**src/rtl/awg_pkg.sv**
```systemverilog
// Shared types and defaults for the AWG frequency-sweep sequencer.
// Holds the FSM state encoding, the sweep-mode encoding and the default widths.
package awg_pkg;

  localparam int FREQ_W_DEF  = 12;
  localparam int DWELL_W_DEF = 16;

  typedef enum logic [2:0] {
    ST_IDLE,
    ST_LOAD,
    ST_DWELL,
    ST_STEP,
    ST_DONE
  } state_e;

  // Reserved encoding 3 falls through to single-sweep behaviour.
  typedef enum logic [1:0] {
    MODE_SINGLE = 2'd0,
    MODE_CONT   = 2'd1,
    MODE_BIDIR  = 2'd2,
    MODE_RSVD   = 2'd3
  } mode_e;

endpackage

```
**src/rtl/awg_sweep_ctrl_if.sv**
```systemverilog
// Config/control bundle between the front-panel registers and the sweep
// sequencer, plus the generator-facing outputs.
interface awg_sweep_ctrl_if
  import awg_pkg::*;
#(
  parameter int FREQ_W  = FREQ_W_DEF,
  parameter int DWELL_W = DWELL_W_DEF
);

  logic               start;
  logic               stop_req;
  logic [FREQ_W-1:0]  cfg_start_freq;
  logic [FREQ_W-1:0]  cfg_stop_freq;
  logic [FREQ_W-1:0]  cfg_step;
  logic [DWELL_W-1:0] cfg_dwell;
  logic [1:0]         cfg_mode;
  logic [2:0]         cfg_amp;
  logic [7:0]         cfg_phase;

  logic [FREQ_W-1:0]  state_freq;
  logic [2:0]         state_amp;
  logic [7:0]         state_phase;
  logic               gen_en;
  logic               busy;
  logic               dir_down;
  logic               done;

  modport master (
    output start, stop_req, cfg_start_freq, cfg_stop_freq, cfg_step,
           cfg_dwell, cfg_mode, cfg_amp, cfg_phase,
    input  state_freq, state_amp, state_phase, gen_en, busy, dir_down, done
  );

  modport slave (
    input  start, stop_req, cfg_start_freq, cfg_stop_freq, cfg_step,
           cfg_dwell, cfg_mode, cfg_amp, cfg_phase,
    output state_freq, state_amp, state_phase, gen_en, busy, dir_down, done
  );

endinterface

```
**src/rtl/sweep_step_calc.sv**
```systemverilog
// Combinational next-point calculator: saturating +/- step toward the active
// leg end, reversing the leg first when the current point already sits on it.
module sweep_step_calc
  import awg_pkg::*;
#(
  parameter int FREQ_W = FREQ_W_DEF
) (
  input  logic [FREQ_W-1:0] cur_i,
  input  logic [FREQ_W-1:0] step_i,
  input  logic [FREQ_W-1:0] lo_i,
  input  logic [FREQ_W-1:0] hi_i,
  input  logic              down_i,
  output logic [FREQ_W-1:0] next_o,
  output logic              at_target_o,
  output logic              next_down_o
);

  logic [FREQ_W-1:0] target;
  logic [FREQ_W-1:0] leg_target;
  logic [FREQ_W:0]   sum;
  logic [FREQ_W:0]   dif;

  assign sum = {1'b0, cur_i} + {1'b0, step_i};
  assign dif = {1'b0, cur_i} - {1'b0, step_i};

  // NOTE: every output is assigned on every path so no latch is inferred.
  always_comb begin
    target      = down_i ? lo_i : hi_i;
    at_target_o = (cur_i == target);
    next_down_o = at_target_o ? ~down_i : down_i;
    leg_target  = next_down_o ? lo_i : hi_i;
    if (step_i == '0) begin
      next_o = leg_target;
    end else if (next_down_o) begin
      // A borrow out of the extra bit means the subtraction wrapped below zero.
      next_o = (dif[FREQ_W] || (dif[FREQ_W-1:0] < leg_target)) ? leg_target : dif[FREQ_W-1:0];
    end else begin
      next_o = (sum > {1'b0, leg_target}) ? leg_target : sum[FREQ_W-1:0];
    end
  end

endmodule

```
**src/rtl/awg_sweep_ctrl.sv**
```systemverilog
// Frequency-sweep sequencer: steps the generator frequency word between two
// endpoints, holding each point a programmable number of clocks.
module awg_sweep_ctrl
  import awg_pkg::*;
#(
  parameter int FREQ_W  = FREQ_W_DEF,
  parameter int DWELL_W = DWELL_W_DEF
) (
  input logic             clk,
  input logic             rst,
  awg_sweep_ctrl_if.slave bus
);

  state_e             state_q;
  mode_e              mode_q;
  logic [DWELL_W-1:0] cnt_q;
  logic [DWELL_W-1:0] dwell_m1_q;
  logic [FREQ_W-1:0]  step_q, lo_q, hi_q, start_freq_q;
  logic [FREQ_W-1:0]  freq_q;
  logic [2:0]         amp_q;
  logic [7:0]         phase_q;
  logic               gen_en_q, busy_q, dir_down_q, done_q;

  logic [DWELL_W-1:0] dwell_m1_d;
  logic [FREQ_W-1:0]  freq_next_d;
  logic               at_target_d, dir_down_d;
  state_e             hold_state_d;

  assign dwell_m1_d   = (bus.cfg_dwell == '0) ? '0 : bus.cfg_dwell - DWELL_W'(1);
  // A one-clock hold skips DWELL entirely: STEP alone is the single cycle.
  assign hold_state_d = (dwell_m1_q == '0) ? ST_STEP : ST_DWELL;

  sweep_step_calc #(.FREQ_W(FREQ_W)) u_step_calc (
    .cur_i       (freq_q),
    .step_i      (step_q),
    .lo_i        (lo_q),
    .hi_i        (hi_q),
    .down_i      (dir_down_q),
    .next_o      (freq_next_d),
    .at_target_o (at_target_d),
    .next_down_o (dir_down_d)
  );

  // NOTE: sequential state uses non-blocking assignments so every register
  // samples pre-edge values regardless of statement order.
  always_ff @(posedge clk or posedge rst) begin
    if (rst) begin
      state_q      <= ST_IDLE;
      mode_q       <= MODE_SINGLE;
      cnt_q        <= '0;
      dwell_m1_q   <= '0;
      step_q       <= '0;
      lo_q         <= '0;
      hi_q         <= '0;
      start_freq_q <= '0;
      freq_q       <= '0;
      amp_q        <= 3'd1;
      phase_q      <= '0;
      gen_en_q     <= 1'b0;
      busy_q       <= 1'b0;
      dir_down_q   <= 1'b0;
      done_q       <= 1'b0;
    end else begin
      done_q <= 1'b0;
      if (bus.stop_req && (state_q != ST_IDLE)) begin
        state_q  <= ST_IDLE;
        gen_en_q <= 1'b0;
        busy_q   <= 1'b0;
      end else begin
        case (state_q)
          ST_IDLE: begin
            if (bus.start && !bus.stop_req) begin
              state_q <= ST_LOAD;
              busy_q  <= 1'b1;
            end
          end
          ST_LOAD: begin
            mode_q       <= mode_e'(bus.cfg_mode);
            step_q       <= bus.cfg_step;
            start_freq_q <= bus.cfg_start_freq;
            dwell_m1_q   <= dwell_m1_d;
            lo_q         <= (bus.cfg_stop_freq < bus.cfg_start_freq) ? bus.cfg_stop_freq : bus.cfg_start_freq;
            hi_q         <= (bus.cfg_stop_freq < bus.cfg_start_freq) ? bus.cfg_start_freq : bus.cfg_stop_freq;
            dir_down_q   <= (bus.cfg_stop_freq < bus.cfg_start_freq);
            freq_q       <= bus.cfg_start_freq;
            amp_q        <= (bus.cfg_amp == 3'd0) ? 3'd1 : bus.cfg_amp;
            phase_q      <= bus.cfg_phase;
            cnt_q        <= dwell_m1_d;
            state_q      <= (dwell_m1_d == '0) ? ST_STEP : ST_DWELL;
            gen_en_q     <= 1'b1;
          end
          ST_DWELL: begin
            cnt_q <= cnt_q - DWELL_W'(1);
            if (cnt_q == DWELL_W'(1)) state_q <= ST_STEP;
          end
          ST_STEP: begin
            cnt_q   <= dwell_m1_q;
            state_q <= hold_state_d;
            if (!at_target_d) begin
              freq_q <= freq_next_d;
            end else begin
              case (mode_q)
                MODE_CONT: freq_q <= start_freq_q;
                MODE_BIDIR: begin
                  freq_q     <= freq_next_d;
                  dir_down_q <= dir_down_d;
                end
                default: begin
                  state_q  <= ST_DONE;
                  gen_en_q <= 1'b0;
                  done_q   <= 1'b1;
                end
              endcase
            end
          end
          ST_DONE: begin
            state_q <= ST_IDLE;
            busy_q  <= 1'b0;
          end
          default: state_q <= ST_IDLE;
        endcase
      end
    end
  end

  assign bus.state_freq  = freq_q;
  assign bus.state_amp   = amp_q;
  assign bus.state_phase = phase_q;
  assign bus.gen_en      = gen_en_q;
  assign bus.busy        = busy_q;
  assign bus.dir_down    = dir_down_q;
  assign bus.done        = done_q;

endmodule

```
**src/flat_wrapper.sv**
```systemverilog
// flat-port wrapper written by rule: the top's interface ports become plain ports
module awg_sweep_ctrl_flat import awg_pkg::*;
#(
  parameter int FREQ_W  = FREQ_W_DEF,
  parameter int DWELL_W = DWELL_W_DEF
)
  (clk, rst, bus_start, bus_stop_req, bus_cfg_start_freq, bus_cfg_stop_freq, bus_cfg_step, bus_cfg_dwell, bus_cfg_mode, bus_cfg_amp, bus_cfg_phase, bus_state_freq, bus_state_amp, bus_state_phase, bus_gen_en, bus_busy, bus_dir_down, bus_done);
  awg_sweep_ctrl_if #(.FREQ_W(FREQ_W), .DWELL_W(DWELL_W)) bus_i ();
  input logic clk;
  input logic rst;
  input wire logic [$bits(bus_i.start)-1:0] bus_start;
  input wire logic [$bits(bus_i.stop_req)-1:0] bus_stop_req;
  input wire logic [$bits(bus_i.cfg_start_freq)-1:0] bus_cfg_start_freq;
  input wire logic [$bits(bus_i.cfg_stop_freq)-1:0] bus_cfg_stop_freq;
  input wire logic [$bits(bus_i.cfg_step)-1:0] bus_cfg_step;
  input wire logic [$bits(bus_i.cfg_dwell)-1:0] bus_cfg_dwell;
  input wire logic [$bits(bus_i.cfg_mode)-1:0] bus_cfg_mode;
  input wire logic [$bits(bus_i.cfg_amp)-1:0] bus_cfg_amp;
  input wire logic [$bits(bus_i.cfg_phase)-1:0] bus_cfg_phase;
  output wire logic [$bits(bus_i.state_freq)-1:0] bus_state_freq;
  output wire logic [$bits(bus_i.state_amp)-1:0] bus_state_amp;
  output wire logic [$bits(bus_i.state_phase)-1:0] bus_state_phase;
  output wire logic [$bits(bus_i.gen_en)-1:0] bus_gen_en;
  output wire logic [$bits(bus_i.busy)-1:0] bus_busy;
  output wire logic [$bits(bus_i.dir_down)-1:0] bus_dir_down;
  output wire logic [$bits(bus_i.done)-1:0] bus_done;
  assign bus_i.start = bus_start;
  assign bus_i.stop_req = bus_stop_req;
  assign bus_i.cfg_start_freq = bus_cfg_start_freq;
  assign bus_i.cfg_stop_freq = bus_cfg_stop_freq;
  assign bus_i.cfg_step = bus_cfg_step;
  assign bus_i.cfg_dwell = bus_cfg_dwell;
  assign bus_i.cfg_mode = bus_cfg_mode;
  assign bus_i.cfg_amp = bus_cfg_amp;
  assign bus_i.cfg_phase = bus_cfg_phase;
  assign bus_state_freq = bus_i.state_freq;
  assign bus_state_amp = bus_i.state_amp;
  assign bus_state_phase = bus_i.state_phase;
  assign bus_gen_en = bus_i.gen_en;
  assign bus_busy = bus_i.busy;
  assign bus_dir_down = bus_i.dir_down;
  assign bus_done = bus_i.done;
  awg_sweep_ctrl #(.FREQ_W(FREQ_W), .DWELL_W(DWELL_W)) u_core (.clk(clk), .rst(rst), .bus(bus_i));
endmodule
```
**config.mk**
```make
export PLATFORM = sky130hd
export DESIGN_NAME = awg_sweep_ctrl_flat
export DESIGN_NICKNAME = d
export VERILOG_FILES = /design/src/rtl/awg_pkg.sv /design/src/rtl/awg_sweep_ctrl_if.sv /design/src/rtl/sweep_step_calc.sv /design/src/rtl/awg_sweep_ctrl.sv /design/src/flat_wrapper.sv
export SDC_FILE = /design/constraint.sdc
export NUM_CORES = 1
export LEC_CHECK = 0
export CAP_MARGIN = 10
export CORE_ASPECT_RATIO = 1.75
export CORE_MARGIN = 2
export CORE_UTILIZATION = 50
export DETAILED_ROUTE_END_ITERATION = 6
export DONT_BUFFER_PORTS = 1
export GPL_ROUTABILITY_DRIVEN = 0
export GPL_TIMING_DRIVEN = 0
export PLACE_DENSITY = 0.74
export SLEW_MARGIN = 25
export SYNTH_ARGS = -nofsm -noshare
export SYNTH_HDL_FRONTEND = slang
export SYNTH_SLANG_ARGS = --single-unit
```
**constraint.sdc**
```tcl
create_clock -name clk -period 11.9 [get_ports clk]
set_input_delay 1.19 -clock clk [delete_from_list [all_inputs] [get_ports clk]]
set_output_delay 1.19 -clock clk [all_outputs]
set_load 0.02 [all_outputs]
```
==> results_dict.tcl, run 1 <==
set metrics [dict create \
    routed_wire_length_per_instance_um 21.1 \
    grt_setup_unrepaired "false" \
    dpl_cell_area_um2 8730 \
    worst_skew_pair.late_latency_ns 0.38 \
    final.period_utilization_pct 55.9 \
    class_of_the_tightest_hold_or_removal_check "reg2reg" \
    worst-r2r-cell-count 20 \
    clock_tree.htree_level_count 3 \
    worstSetupStartpointType "register" \
    relative_area_change_from_synthesis_to_final_layout_pct 7.45 \
    initial_utilization_pct 51.1 \
    setup_viol 0 \
    cellPowerDensity_nw_per_um2 225 \
    finClkSkew_ns 0.0168 \
    power_frac_seq_pct 30.6 \
    drv_slew 0 \
    grt_antenna_before_repair 0 \
    num_io_pins 96 \
    yosys_register_bits 112 \
    fp.coreArea_um2 16400 \
    timing.hold.worst_endpoint "u_core.start_freq_q[10]" \
    filler_instances 1576 \
    clkTransAtPathRegs_ns 0.08 \
    finish.utilization_pct 54.9 \
    r2r-end "u_core.bus.state_freq[8]" \
    timing.max_slew.rel_slack_pct 35.0 \
    cts_repair_resize_count 0 \
    power_switching_share_pct 46.8 \
    count_of_final_hold_check_violations 0 \
    asyncSetResetFlopFracSynth_pct 100 \
    grt-ovfl-total 0 \
    synth_top_cell_by_area "dfrtp_1" \
    clkPwrFrac_pct 15.4 \
    grt_pass1_vias 7677 \
    p_sw_uw 950 \
    antenna_cells 0 \
    layout-drive-gt1-share_pct 4.46 \
    dr_total_vias 7612 \
    cellInternalPower_mw 1.08 \
    most_frequent_cells_in_the_layout "168 x nand2_1, 111 x dfrtp_1, 99 x o21ai_0, 66 x nor2_1, 62 x a21oi_1" \
    cts_buffers 9 \
    critPathRequiredTime_ns 12.14 \
    area_of_the_multi_input_gates_um2 5190 \
    clockRootBuffer "clkbuf_16" \
    p_comb_share_pct 54.1 \
    post-route-cell-area_um2 9020 \
    fp.dieH_um 175 \
    drt-initial-drc-count 491 \
    timing.setup.tns_ns 0 \
    min_delay_path_depth 2 \
    drtAntennaViolNets 0 \
    grt_util_all_layers_pct 30.3 \
    cts_hold_repair.buffers 0 \
    post-route-drc-count 0 \
    detail_route.vias_per_cell 6.06 \
    ir_worst_vdd_uv 95.8 \
    r2r-start "u_core.bus.dir_down" \
    synth-edff-count 0 \
    worst_ep_arrival_time_ns 6.90 \
    detailedRoute.firstPassIterationCount 6 \
    cts_sinks 112 \
    mappedNetlistNets 1142 \
    tritoncts_clock_tree "done" \
    worstSetupStartpoint "u_core.bus.dir_down" \
    floorplan.rows 62 \
    final_common_cell "nand2_1" \
    post_synth_main_area_contributors "dfrtp_1 33%, ha_1 8.5%, nand2_1 7.5%" \
    run_status "finished clean" \
    maxCapViolCount 0 \
    worst_setup_path_type "reg2reg" \
    max-clock-path-buffers 2 \
    r2r_setup_slack_ns 5.25 \
    post-layout-total-power_mw 2.03 \
    ff_latch_area_um2 2800 \
    maximum_fanout_along_the_worst_path 10 \
    numPortBuffers 0 \
    worst_setup_path_end_kind "register" \
    wl_mm 26.4 \
    max_clock_freq_ghz 0.150 \
    postSynthCellCount 1014 \
    synth_top_area_share_pct 33.1 \
    num-nets-final 1155 \
    worstHoldStart "u_core.start_freq_q[10]" \
    worstMarginPinSlew_ns 0.975 \
    grt_pass1_wl_mm 40.6 \
    yosysWarnings 0 \
    postSynthAreaPerCell_um2 8.28 \
    p_leak_nw 4.12 \
    dp_hpwl_mm 21.1 \
    dieArea_um2 17900 \
    layout_min_cycle_time_ns 6.65 \
    synth_top_flop_cell "dfrtp_1" \
    synth_seq_area_share_pct 33.4 \
    grt_start_max_net_pins 72 \
    floorplan.die.width_um 102 \
    cts_post_setup_buffers_inserted 0 \
    synth_area_um2 8400 \
    synthDistinctLibCells 66 \
]
==> worst max-delay path, cell delays in order (launching register included) <==
cell      delay [ns]
dfrtp_1         0.47
buf_6           0.22
buf_2           0.29
mux2i_1         0.25
xor2_1          0.27
nand4_1         0.26
nor3_4          0.53
xnor2_2         0.20
clkbuf_1        0.63
mux2i_1         0.52
ha_1            0.33
a21o_1          0.18
a21o_1          0.17
a221oi_1        0.44
o31ai_1         0.15
a32o_1          0.24
nor2_1          0.51
buf_6           0.27
mux2_4          0.31
a21oi_1         0.14
a21oi_1         0.11
==> logic make-up (layout without fill, tap and decap cells) <==
logic type / Yosys count / after routing / synth area share (%)
mux: 57 / 57 / 7.24
buf+inv: 102 / 120 / 4.77
xor+xnor: 58 / 58 / 6.14
simple gates: 365 / 365 / 20.2
fa+ha+maj: 60 / 60 / 9.09
compound gates: 260 / 260 / 19.2
flops: 112 / 112 / 33.4
==> metal layers <==
| metal | wire (µm) | up-vias | GRT usage [%] |
|---|---|---|---|
| met5 | 0 | - | 0 |
| met4 | 2500 | 0 | 26.4 |
| met3 | 1400 | 125 | 5.77 |
| met2 | 13800 | 290 | 53.2 |
| met1 | 8770 | 3582 | 29.0 |
| li1 | - | 3615 | - |
==> cells in the mapped netlist, types with 3 or more instances <==
| library cell | count |
|---|---|
| nor4_1 | 20 |
| a32o_1 | 3 |
| a222oi_1 | 9 |
| nor3_1 | 26 |
| nor2b_1 | 10 |
| mux2i_1 | 48 |
| and3_1 | 5 |
| nand2_1 | 168 |
| a21o_1 | 9 |
| o21ai_0 | 99 |
| or3_1 | 5 |
| o21bai_1 | 5 |
| o211ai_1 | 4 |
| a211oi_1 | 7 |
| a31oi_1 | 11 |
| xnor2_1 | 35 |
| o21a_1 | 6 |
| ha_1 | 57 |
| mux2_4 | 4 |
| nand3_1 | 12 |
| clkbuf_1 | 42 |
| and2_1 | 10 |
| a2111oi_0 | 4 |
| a221oi_1 | 12 |
| dfrtp_1 | 111 |
| inv_1 | 52 |
| a22oi_1 | 3 |
| or2_2 | 5 |
| nand2b_1 | 14 |
| buf_1 | 3 |
| nor2_1 | 66 |
| o21ai_1 | 3 |
| a21oi_1 | 62 |
| xor2_1 | 22 |
| nand4_1 | 7 |
| mux2_2 | 4 |
| o31ai_1 | 9 |
| or4_1 | 7 |
==> state kept, by name (all words and copies together), names as in the netlist <==
name                    count
u_core.cnt_q               16
u_core.dwell_m1_q          16
u_core.bus.state_freq      12
u_core.hi_q                12
u_core.lo_q                12
u_core.start_freq_q        12
u_core.step_q              12
u_core.bus.state_phase      8
u_core.bus.state_amp        3
u_core.state_q              3
u_core.mode_q               2
u_core.bus.busy             1
u_core.bus.dir_down         1
u_core.bus.done             1
u_core.bus.gen_en           1
==> worst max path at each step <==
stage / end / slack, ns / cells past startpoint
floorplan: u_core.bus.state_freq[1] / 6.81 / 18
global placement: u_core.bus.state_freq[8] / 5.45 / 20
detailed placement: u_core.bus.state_freq[8] / 5.36 / 20
CTS: u_core.bus.state_freq[8] / 5.34 / 20
global route: u_core.bus.state_freq[8] / 5.07 / 20
finish: u_core.bus.state_freq[8] / 5.25 / 20
==> layout make-up <==
| type | count | share of cell area [%] |
|---|---|---|
| Inverter | 53 | 2.26 |
| Timing Repair Buffer | 2 | 0.527 |
| Clock buffer | 11 | 2.80 |
| Sequential cell | 112 | 31.1 |
| Buffer | 49 | 2.23 |
| Tap cell | 224 | 3.11 |
| Multi-Input combinational cell | 800 | 57.6 |
| Clock inverter | 5 | 0.444 |
==> stage by stage <==
| stage | cells | hold WS (ns) | worst slack [ns] |
|---|---|---|---|
| 2_1_floorplan | 1014 | 0.445 | 6.81 |
| 3_3_place_gp | 1238 | 0.464 | 5.45 |
| 3_5_place_dp | 1240 | 0.473 | 5.36 |
| 4_1_cts | 1256 | 0.490 | 5.34 |
| 5_1_grt | 1256 | 0.515 | 5.07 |
| 6_report | 1256 | 0.488 | 5.25 |
==> power by group through the flow <==
stage          clock network [mW]  logic [mW]  registers [mW]
2_1_floorplan                   0       0.821           0.581
3_3_place_gp                    0        1.05           0.620
3_5_place_dp                    0        1.07           0.623
4_1_cts                     0.314        1.08           0.616
5_1_grt                     0.326        1.20           0.630
6_report                    0.312        1.10           0.619
(Power assumes the default switching activity.)
==> inputs of run 2 (changes only) <==
- clock period: 11.9 -> 6.2 ns (I/O delays scaled with it)
==> run 2 against run 1 <==
Compared with the run above: clock skew is 0.00077 ns lower; register-to-register slack got worse by 5.0 ns; via count increased by 0.35%; fmax up 12%; first-iteration DRC count increased by 2.9%; cell count hardly changed; non-clock buffer count increased by 1; utilization rose by 0.069 points; critical path type unchanged; critical endpoint unchanged.
==> results_dict.tcl, run 2 (synthesized netlist as in run 1, its figures left out) <==
set metrics [dict create \
    run_status "finished clean" \
    cellPowerDensity_nw_per_um2 431 \
    groute.layer.met2.usage_pct 53.2 \
    floorplan.die.width_um 102 \
    crit_path_top_delay_cell "mux2i_1" \
    grt_setup_unrepaired "false" \
    ir_worst_vdd_uv 183 \
    timing.max_slew.rel_slack_pct 32.1 \
    setup_viol 0 \
    class_of_the_tightest_hold_or_removal_check "in2async" \
    clkTransAtPathRegs_ns 0.09 \
    grt_start_max_net_pins 72 \
    num-nets-final 1156 \
    clockRootBuffer "clkbuf_16" \
    post-route-drc-count 0 \
    worst_ep_arrival_time_ns 6.17 \
    dr_total_vias 7639 \
    post-layout-total-power_mw 3.90 \
    num_io_pins 96 \
    maximum_fanout_along_the_worst_path 10 \
    detail_route.vias_per_cell 6.08 \
    worstSetupStartpointType "register" \
    maxCapViolCount 0 \
    antenna_cells 0 \
    final.period_utilization_pct 95.5 \
    finish.utilization_pct 54.9 \
    drtAntennaViolNets 0 \
    drv_slew 0 \
    fin_ws_ns 0.281 \
    grt_pass1_vias 7677 \
    floorplan.rows 62 \
    grt_util_all_layers_pct 30.3 \
    worstMarginPinSlew_ns 1.02 \
    largest_registers "u_core.cnt_q (16), u_core.dwell_m1_q (16)" \
    initial_utilization_pct 51.1 \
    dp_hpwl_mm 21.1 \
    cts_hold_repair.buffers 0 \
    globalRoute.busiestLayer "met2" \
    grt-ovfl-total 0 \
    p_leak_nw 4.13 \
    globalRouteMet3Util_pct 5.77 \
    clock_tree.htree_level_count 3 \
    filler_instances 1572 \
    layout-drive-gt1-share_pct 4.74 \
    grt_pass1_wl_mm 40.6 \
    worst_setup_path_end_kind "register" \
    count_of_final_hold_check_violations 0 \
    max_clock_freq_ghz 0.169 \
    pre_cts_slack_ns -0.344 \
    worst_setup_path_type "reg2reg" \
    max-clock-path-buffers 2 \
    critPathRequiredTime_ns 6.45 \
    wl_mm 26.6 \
    cts_buffers 9 \
    cts_sinks 112 \
    grt_antenna_before_repair 0 \
    detailedRoute.firstPassIterationCount 5 \
    path_cells "buf_6 -> buf_2 -> mux2i_1 -> xor2_1 -> nand4_1 -> nor3_4 -> xnor2_2 -> clkbuf_2 -> mux2i_1 -> ha_1 -> a21o_1 -> a21o_1 -> a221oi_1 -> o31ai_1 -> a32o_1 -> nor2_2 -> buf_6 -> mux2_4 -> a21oi_1 -> a21oi_1" \
    finClkSkew_ns 0.0161 \
    final_common_cell "nand2_1" \
    globalRouteMet1Util_pct 29.0 \
    worst_hold_slack_after_final_layout_ns 0.187 \
    tritoncts_clock_tree "done" \
    layout_min_cycle_time_ns 5.92 \
    routed_wire_length_per_instance_um 21.1 \
    worst_skew_pair.late_latency_ns 0.38 \
    fp.dieH_um 175 \
    relative_area_change_from_synthesis_to_final_layout_pct 7.58 \
    drt-initial-drc-count 505 \
    fp.coreArea_um2 16400 \
    dieArea_um2 17900 \
    largest_incremental_delay_on_the_critical_path_ns 0.49 \
    most_frequent_cells_in_the_layout "168 x nand2_1, 111 x dfrtp_1, 99 x o21ai_0, 65 x nor2_1, 62 x a21oi_1" \
    numPortBuffers 0 \
]
[run 2: routing by layer]
metal / part of all wire, % / wire length (µm)
met1: 33 / 8890
met2: 52 / 13800
met3: 5.1 / 1350
met4: 9.5 / 2520
met5: 0 / 0
[run 2: layout make-up]
type	count	area [µm²]	area share, %
Sequential cell	112	2800	31.0
Inverter	53	204	2.26
Clock buffer	11	253	2.80
Timing Repair Buffer	3	55.1	0.609
Clock inverter	5	40.0	0.443
Multi-Input combinational cell	800	5200	57.5
Buffer	49	203	2.24
Tap cell	224	280	3.10
[run 2: per-stage QoR]
step / instances / cell area, µm² / TNS [ns]
detailed placement: 1240 / 8730 / -2.84
floorplan: 1014 / 8400 / 0
global route: 1257 / 9040 / 0
CTS: 1256 / 9030 / 0
finish: 1257 / 9040 / 0
global placement: 1238 / 8680 / -1.72
[run 2: path summary, 6_finish.rpt]
| kind | startpoint | depth (start not counted) | slack, ns | to |
|---|---|---|---|---|
| min | rst | 2 | 0.19 | u_core.step_q[8] |
| max | u_core.bus.dir_down | 20 | 0.28 | u_core.bus.state_freq[8] |
| max reg2reg | u_core.bus.dir_down | 20 | 0.28 | u_core.bus.state_freq[8] |
| min reg2reg | u_core.start_freq_q[4] | 2 | 0.49 | u_core.start_freq_q[4] |
| max in group asynchronous | rst | 3 | 5.43 | u_core.bus.state_phase[2] |
| min in group clk | bus_cfg_dwell[0] | 1 | 0.34 | u_core.dwell_m1_q[0] |
[run 2: power by group]
| group | leakage (nW) | switching (mW) | total [mW] | internal, mW |
|---|---|---|---|---|
| clock | 0.134 | 0.301 | 0.598 | 0.297 |
| combinational | 2.60 | 1.25 | 2.11 | 0.856 |
| sequential | 1.39 | 0.272 | 1.19 | 0.916 |
[run 2: worst max-delay path, delay by kind of cell, from the launching register on]
kind,cells,cell delay (ns)
adders and majority gates,1,0.33
buffers and inverters,4,1.15
muxes,3,1.05
AOI/OAI and AO/OA,7,1.43
DFF,1,0.47
and+or+nand+nor,3,0.87
xor gates and xnor gates,2,0.45
[run 2: repair_timing]
item | in CTS | in global routing
setup endpoints to repair | 12 | 11
setup buffers | 0 | 1
pin swaps | 0 | 1
gates resized for setup | 2 | 0
==> inputs of run 3 (changes only) <==
- CORE_UTILIZATION: 50 -> 60
- PLACE_DENSITY: 0.74 -> 0.85
==> run 3 against run 2 <==
Compared with the run above: the run now ends with design-rule violations left; power grew 1.4%; cell count is 3.8% lower; setup slack got worse by 0.092 ns; first-iteration DRC count grew 46%; flip-flop and latch count unchanged; sequential share of layout area rose by 0.23 points; clock power about the same; largest power group unchanged; combinational power up 2%; fmax decreased by 1.5%.
==> results_dict.tcl, run 3 (synthesized netlist as in run 1, its figures left out) <==
set metrics [dict create \
    grt_util_all_layers_pct 37.0 \
    p_leak_nw 4.12 \
    most_frequent_cells_in_the_layout "168 x nand2_1, 111 x dfrtp_1, 99 x o21ai_0, 65 x nor2_1, 62 x a21oi_1" \
    class_of_the_tightest_hold_or_removal_check "in2async" \
    filler_instances 1152 \
    detailedRoute.firstPassIterationCount 7 \
    drt-initial-drc-count 739 \
    cts_buffers 9 \
    ir_worst_vdd_uv 186 \
    floorplan.rows 57 \
    setup_viol 0 \
    clkTransAtPathRegs_ns 0.08 \
    post-layout-total-power_mw 3.95 \
    routed_wire_length_per_instance_um 22.5 \
    floorplan.die.width_um 93.4 \
    layout_min_cycle_time_ns 6.01 \
    max_clock_freq_ghz 0.166 \
    worst_ep_arrival_time_ns 6.26 \
    clock_tree.htree_level_count 3 \
    largest_registers "u_core.cnt_q (16), u_core.dwell_m1_q (16)" \
    fp.coreArea_um2 13800 \
    num_io_pins 96 \
    dr_total_vias 8026 \
    drv_slew 0 \
    initial_utilization_pct 61.0 \
    post-route-drc-count 3 \
    cellPowerDensity_nw_per_um2 441 \
    final.period_utilization_pct 97.0 \
    wl_mm 27.1 \
    num-nets-final 1155 \
    dieArea_um2 15000 \
    maxCapViolCount 0 \
    worst_setup_path_end_kind "register" \
    layout-drive-gt1-share_pct 4.84 \
    maximum_fanout_along_the_worst_path 10 \
    grt_setup_unrepaired "false" \
    grt_start_max_net_pins 61 \
    relative_area_change_from_synthesis_to_final_layout_pct 6.81 \
    worst_skew_pair.late_latency_ns 0.37 \
    clockRootBuffer "clkbuf_16" \
    timing.max_slew.rel_slack_pct 36.2 \
    worstMarginPinSlew_ns 0.958 \
    grt_pass1_wl_mm 42.6 \
    count_of_final_hold_check_violations 0 \
    dp_hpwl_mm 20.9 \
    numPortBuffers 0 \
    run_status "complete, but fails checks" \
    finish.utilization_pct 65.2 \
    cts_hold_repair.buffers 0 \
    drtAntennaViolNets 0 \
    failed_checks "design-rule violations" \
    worst_hold_slack_after_final_layout_ns 0.172 \
    grt_pass1_vias 8355 \
    worstSetupStartpointType "register" \
    worst_setup_path_type "reg2reg" \
    grt_antenna_before_repair 0 \
    finClkSkew_ns 0.0132 \
    max-clock-path-buffers 2 \
    tritoncts_clock_tree "done" \
    detail_route.vias_per_cell 6.64 \
    antenna_cells 0 \
    final_common_cell "nand2_1" \
    fp.dieH_um 161 \
    critPathRequiredTime_ns 6.45 \
    cts_sinks 112 \
    grt-ovfl-total 0 \
]
-- run 3: cell type report --
cell class,instances,area [µm²],share of cell area (%)
buffer,49,205,2.29
clock buffer,9,225,2.51
clock inverter,7,71.3,0.795
inverter,53,204,2.27
multi-input combinational,800,5200,58.0
sequential,112,2800,31.3
tap,177,221,2.47
timing repair buffer,2,35.0,0.391
-- run 3: critical path, cell delays in order, from the launching register on --
cell	delay, ns
dfrtp_1	0.51
buf_6	0.23
buf_2	0.28
mux2i_1	0.25
xor2_1	0.37
nand4_1	0.25
nor3_4	0.29
buf_4	0.23
xnor2_1	0.30
mux2i_1	0.45
ha_1	0.32
and4_1	0.27
a221oi_1	0.51
o31ai_1	0.17
a32o_1	0.25
nor2_2	0.38
buf_6	0.24
mux2_4	0.31
a21oi_1	0.17
a21oi_1	0.10
-- run 3: power by group --
group	switching [mW]	internal, mW
Clock	0.312	0.285
Combinational	1.30	0.861
Sequential	0.281	0.916
Total	1.89	2.06
-- run 3: worst paths after layout --
check | depth (start not counted) | from | to | slack [ns]
max in group asynchronous | 2 | rst | u_core.bus.state_amp[0] | 5.29
worst max-delay path | 19 | u_core.bus.dir_down | u_core.bus.state_freq[8] | 0.19
worst min register to register | 2 | u_core.start_freq_q[11] | u_core.start_freq_q[11] | 0.49
worst max register to register | 19 | u_core.bus.dir_down | u_core.bus.state_freq[8] | 0.19
min in group clk | 2 | bus_cfg_phase[6] | u_core.bus.state_phase[6] | 0.36
worst min-delay path | 1 | rst | u_core.cnt_q[10] | 0.17
-- run 3: metal layers --
layer / global-route usage (%) / vias up / routed length [µm]
met2: 63.8 / 443 / 13800
met3: 8.21 / 189 / 1960
li1: - / 3613 / -
met1: 35.2 / 3781 / 8640
met4: 34.0 / 0 / 2730
met5: 0 / - / 0
-- run 3: repair_timing --
action	in CTS	in global routing
pin swaps	1	1
resized for setup	2	4
setup buffers	0	1
cloned	0	0
setup endpoints to repair	12	12
-- run 3: through the flow --
stage | cell area (µm²) | cells | setup TNS [ns] | worst slack, ns
after floorplan | 8400 | 1014 | 0 | 1.11
after global placement | 8620 | 1191 | -2.56 | -0.304
after detailed placement | 8650 | 1192 | -3.88 | -0.432
after CTS | 8950 | 1208 | 0 | 0.00683
after global routing | 8970 | 1209 | 0 | 0.0607
final | 8970 | 1209 | 0 | 0.189
